File: src/rtl/reg_write_arbiter.sv
// reg_write_arbiter: two-source register-file write port arbiter with aging and optional read bypass (REGARB_BYPASS_EN)
module reg_write_arbiter #(
  parameter int DATA_W   = 64,
  parameter int ADDR_W   = 5,
  parameter int MAX_WAIT = 4
) (
  input  logic              clock,
  input  logic              reset,
  input  logic              req0_valid,
  input  logic [ADDR_W-1:0] req0_rd,
  input  logic [DATA_W-1:0] req0_data,
  output logic              req0_gnt,
  input  logic              req1_valid,
  input  logic [ADDR_W-1:0] req1_rd,
  input  logic [DATA_W-1:0] req1_data,
  output logic              req1_gnt,
  output logic [ADDR_W-1:0] write_reg,
  output logic [DATA_W-1:0] write_data,
  output logic              regwrite,
  input  logic [ADDR_W-1:0] read_reg1,
  input  logic [ADDR_W-1:0] read_reg2,
  input  logic [DATA_W-1:0] ReadData1,
  input  logic [DATA_W-1:0] ReadData2,
  output logic [DATA_W-1:0] rdata1,
  output logic [DATA_W-1:0] rdata2
);
  localparam int CW = $clog2(MAX_WAIT + 1);
  logic [CW-1:0]     wait0_q, wait0_d;
  logic [ADDR_W-1:0] write_reg_q, write_reg_d;
  logic [DATA_W-1:0] write_data_q, write_data_d;
  logic              regwrite_q, regwrite_d;
  logic              force0;
  assign force0   = wait0_q == CW'(MAX_WAIT);
  assign req0_gnt = reset && req0_valid && (!req1_valid || force0);
  assign req1_gnt = reset && req1_valid && !req0_gnt;
  // next aging count and write command; writes to register 0 are consumed but never enabled
  always_comb begin
    wait0_d      = (req0_valid && !req0_gnt) ? (force0 ? wait0_q : wait0_q + 1'b1) : '0;
    write_reg_d  = req0_gnt ? req0_rd : req1_gnt ? req1_rd : write_reg_q;
    write_data_d = req0_gnt ? req0_data : req1_gnt ? req1_data : write_data_q;
    regwrite_d   = req0_gnt ? |req0_rd : req1_gnt ? |req1_rd : 1'b0;
  end
  // state registers with synchronous active-low reset
  always_ff @(posedge clock) begin
    if (!reset) begin
      wait0_q      <= '0;
      write_reg_q  <= '0;
      write_data_q <= '0;
      regwrite_q   <= 1'b0;
    end else begin
      wait0_q      <= wait0_d;
      write_reg_q  <= write_reg_d;
      write_data_q <= write_data_d;
      regwrite_q   <= regwrite_d;
    end
  end
  assign write_reg  = write_reg_q;
  assign write_data = write_data_q;
  assign regwrite   = regwrite_q;
`ifdef REGARB_BYPASS_EN
  assign rdata1 = (regwrite_q && write_reg_q != '0 && read_reg1 == write_reg_q) ? write_data_q : ReadData1;
  assign rdata2 = (regwrite_q && write_reg_q != '0 && read_reg2 == write_reg_q) ? write_data_q : ReadData2;
`else
  logic unused_read_idx;
  assign unused_read_idx = ^{read_reg1, read_reg2};
  assign rdata1 = ReadData1;
  assign rdata2 = ReadData2;
`endif
endmodule

File: config.mk
export PLATFORM = sky130hd
export DESIGN_NAME = reg_write_arbiter
export DESIGN_NICKNAME = d
export VERILOG_FILES = /design/src/rtl/reg_write_arbiter.sv
export SDC_FILE = /design/constraint.sdc
export NUM_CORES = 1
export LEC_CHECK = 0
export BUFFER_PORTS_ARGS = -buffer_cell sky130_fd_sc_hd__buf_2
export CORE_AREA = 2 2 188 190
export DETAILED_ROUTE_END_ITERATION = 8
export DIE_AREA = 0 0 190 192
export GPL_TIMING_DRIVEN = 0
export PLACE_DENSITY = 0.39
export SLEW_MARGIN = 25
export SYNTH_ARGS = -nofsm -noshare
export SYNTH_HDL_FRONTEND = slang
export SYNTH_SLANG_ARGS = --single-unit
File: constraint.sdc
create_clock -name clock -period 1.9 [get_ports clock]
set_input_delay 0.38 -clock clock [delete_from_list [all_inputs] [get_ports clock]]
set_output_delay 0.38 -clock clock [all_outputs]
set_load 0.03 [all_outputs]
==> flow_summary.json <==
{
  "clk_latency_ns": 0.34,
  "worstRegToRegCells": 8,
  "drive_gt1_frac": 0.592,
  "gp_congestion": 0.740,
  "p_leak_nw": 3.45,
  "syn_area_per_cell_um2": 7.97,
  "clockBufferDepth": 2,
  "max_freq_mhz": 547,
  "ios": 480,
  "crit_family": "simple AND/OR/NAND/NOR gates",
  "placementRows": 68,
  "h-tree-depth": 3,
  "final_util": 0.205,
  "crit_buf_inv": 2,
  "syn_inst": 548,
  "placed_area_um2": 6640,
  "async_flop_share": 0,
  "die_y_um": 192,
  "crit_chain": "inv_1 > ha_4 > nand3_4 > and3_4 > clkbuf_4",
  "crit-reg2reg-launch": "wait0_q[0]",
  "status": "finished clean",
  "synth_common_cells": "132 x buf_4, 109 x o21ai_0, 73 x dfxtp_1",
  "initialDrtViolationCount": 245,
  "dp_hpwl_um": 18400,
  "yosysMostFrequentCell": "buf_4",
  "die_area_um2": 36500,
  "hold_depth": 3,
  "routed_wl_um": 23100,
  "hold_start": "req1_data[40]",
  "holdPathEnd": "write_data[40]",
  "numCtsBuffers": 9,
  "start_util": 0.127,
  "cts_sinks": 73,
  "layout_min_cycle_time_ns": 1.83,
  "cts-root-buf": "clkbuf_16",
  "vias": 5315,
  "track_usage": 0.117,
  "cp.arrival_ns": 1.45,
  "timing.slew.headroom": 0.598,
  "r2r_end": "write_data[0]",
  "synthTopCellsByArea": "dfxtp_1 33%, buf_4 23%, o21ai_0 12%, a31oi_1 9.2%, a21oi_1 7.3%",
  "synth_area_um2": 4370,
  "drt_pass1_iterations": 6,
  "p_per_area_nw_per_um2": 746,
  "ys_seq_area_frac": 0.335,
  "drc": 0,
  "post-route-cell-area_um2": 7040,
  "fillCellCount": 3926,
  "slowest_delay_ns": 0.32,
  "period_share": 0.962,
  "grt_pass1_wl_um": 31700,
  "ys_warn_count": 0,
  "grt_overflow": 0,
  "setup_viol": 0,
  "grt_max_degree": 13,
  "syn2layout_area_growth_pct": 61.3,
  "rsz0062_at_grt": "no",
  "clkTransAtPathRegs_ns": 0.07,
  "hp-class": "primary input to flip-flop",
  "hold_viol": 0,
  "placedCellCount": 1344,
  "worst-path-max-fanout": 7,
  "holdBufCountCts": 0,
  "crit_required_ns": 1.52,
  "slew_viol_final": 0,
  "wire_per_inst_um": 16.9,
  "finClkSkew_ns": 0.00758,
  "synth_largest_area_cell": "dfxtp_1",
  "synth.top_cell.area_share": 0.335,
  "start_kind": "flip-flop",
  "synth_ff_type": "dfxtp_1",
  "final_nets": 1184,
  "grt_pass1_vias": 5144,
  "die_width_um": 190,
  "ir_drop_mv": 0.326,
  "syn_nets": 830,
  "io_buffers": 341,
  "antenna_found_initial": 5,
  "yosysUniqueCellTypes": 27,
  "worst_path_max_delay_cell": "dfxtp_2",
  "cts_tree": "done",
  "path_class": "flip-flop to output port",
  "largest_reg_flops": 64,
  "ys_seq_elements": 73,
  "drtAntennaViolNets": 0,
  "r2r_slack_ns": 0.18,
  "viasPerCell": 3.90,
  "core_area_um2": 34300,
  "final_cells": 1364,
  "tightest_slew_ns": 0.604,
  "worstSetupEndpointType": "output port",
  "max-cap-violations": 0,
  "synth_edf_count": 0
}
## kinds of logic after synthesis
family / after synthesis / share of synthesized area
muxes: 1 / 0.00229
adders and majority gates: 2 / 0.00573
DFF: 73 / 0.335
AOI/OAI and AO/OA: 273 / 0.347
and+or+nand+nor: 17 / 0.0206
buffers and inverters: 182 / 0.289
## worst max-delay path by stage
stage | start | cells past startpoint | slack [ns] | end
after floorplan | wait0_q[0] | 5 | 0.29 | req0_gnt
after global placement | wait0_q[0] | 7 | -0.13 | write_data[6]
after detailed placement | wait0_q[0] | 7 | -0.13 | write_data[6]
after CTS | wait0_q[0] | 5 | 0.03 | req1_gnt
after global routing | wait0_q[1] | 5 | 0.008 | req1_gnt
final | wait0_q[1] | 5 | 0.07 | req1_gnt
## per-layer routing
metal / wire length [um] / track usage
met1: 8650 / 0.127
met2: 12200 / 0.222
met3: 1810 / 0.0307
met4: 334 / 0.0337
met5: 36 / 0
## cell type report
type	count	area [um2]	share of cell area
timing repair buffer	343	1730	0.245
tap	455	569	0.0808
clock buffer	12	267	0.0378
multi-input combinational	293	1690	0.240
sequential	73	1460	0.208
antenna	2	5.00	0.000710
buffer	180	1270	0.180
clock inverter	4	50.0	0.00710
inverter	2	7.51	0.00107
## worst reg2reg max path: cells and delay by family (launching register included)
family	cells	cell delay, ns
buffers and inverters	4	0.68
AOI/OAI and AO/OA	3	0.45
DFF	1	0.35
adders and majority gates	1	0.18
## layout by cell type (no fill, tap or decap), types with 3 or more instances in the layout
cell | synthesis | routed
buf_2 | 23 | 362
a31oi_1 | 64 | 63
clkbuf_8 | 0 | 4
buf_6 | 7 | 7
a21boi_1 | 6 | 6
dfxtp_1 | 73 | 71
a21oi_1 | 64 | 64
clkbuf_2 | 3 | 3
buf_4 | 132 | 135
o21ai_0 | 109 | 109
clkbuf_16 | 0 | 9
clkbuf_1 | 15 | 14
nand3_1 | 6 | 5
a32oi_1 | 5 | 5
o21ai_1 | 19 | 19
## per-stage QoR
stage	setup WS, ns	power (mW)	hold WS (ns)	TNS [ns]
after detailed placement	-0.125	3.42	0.467	-0.169
after floorplan	0.288	2.83	0.432	0
after CTS	0.0350	5.37	0.271	0
after global placement	-0.126	3.42	0.458	-0.180
final	0.0726	5.25	0.292	0
after global routing	0.00850	5.51	0.289	0
## power by group
part / leakage (nW) / internal [mW] / switching [mW] / total (mW)
sequential: 0.606 / 1.65 / 0.0552 / 1.70
combinational: 2.69 / 0.615 / 1.06 / 1.67
clock: 0.151 / 1.13 / 0.752 / 1.88
total: 3.45 / 3.39 / 1.86 / 5.25
## timing repair
| action | in CTS | in global routing |
|---|---|---|
| gates resized for setup | 11 | 5 |
| buffers inserted | 2 | 0 |
| pin swaps | 1 | 2 |
| hold endpoints to repair | 0 | 0 |
| endpoints found under the setup margin | 5 | 2 |
Power figures use the tool's default switching activity.
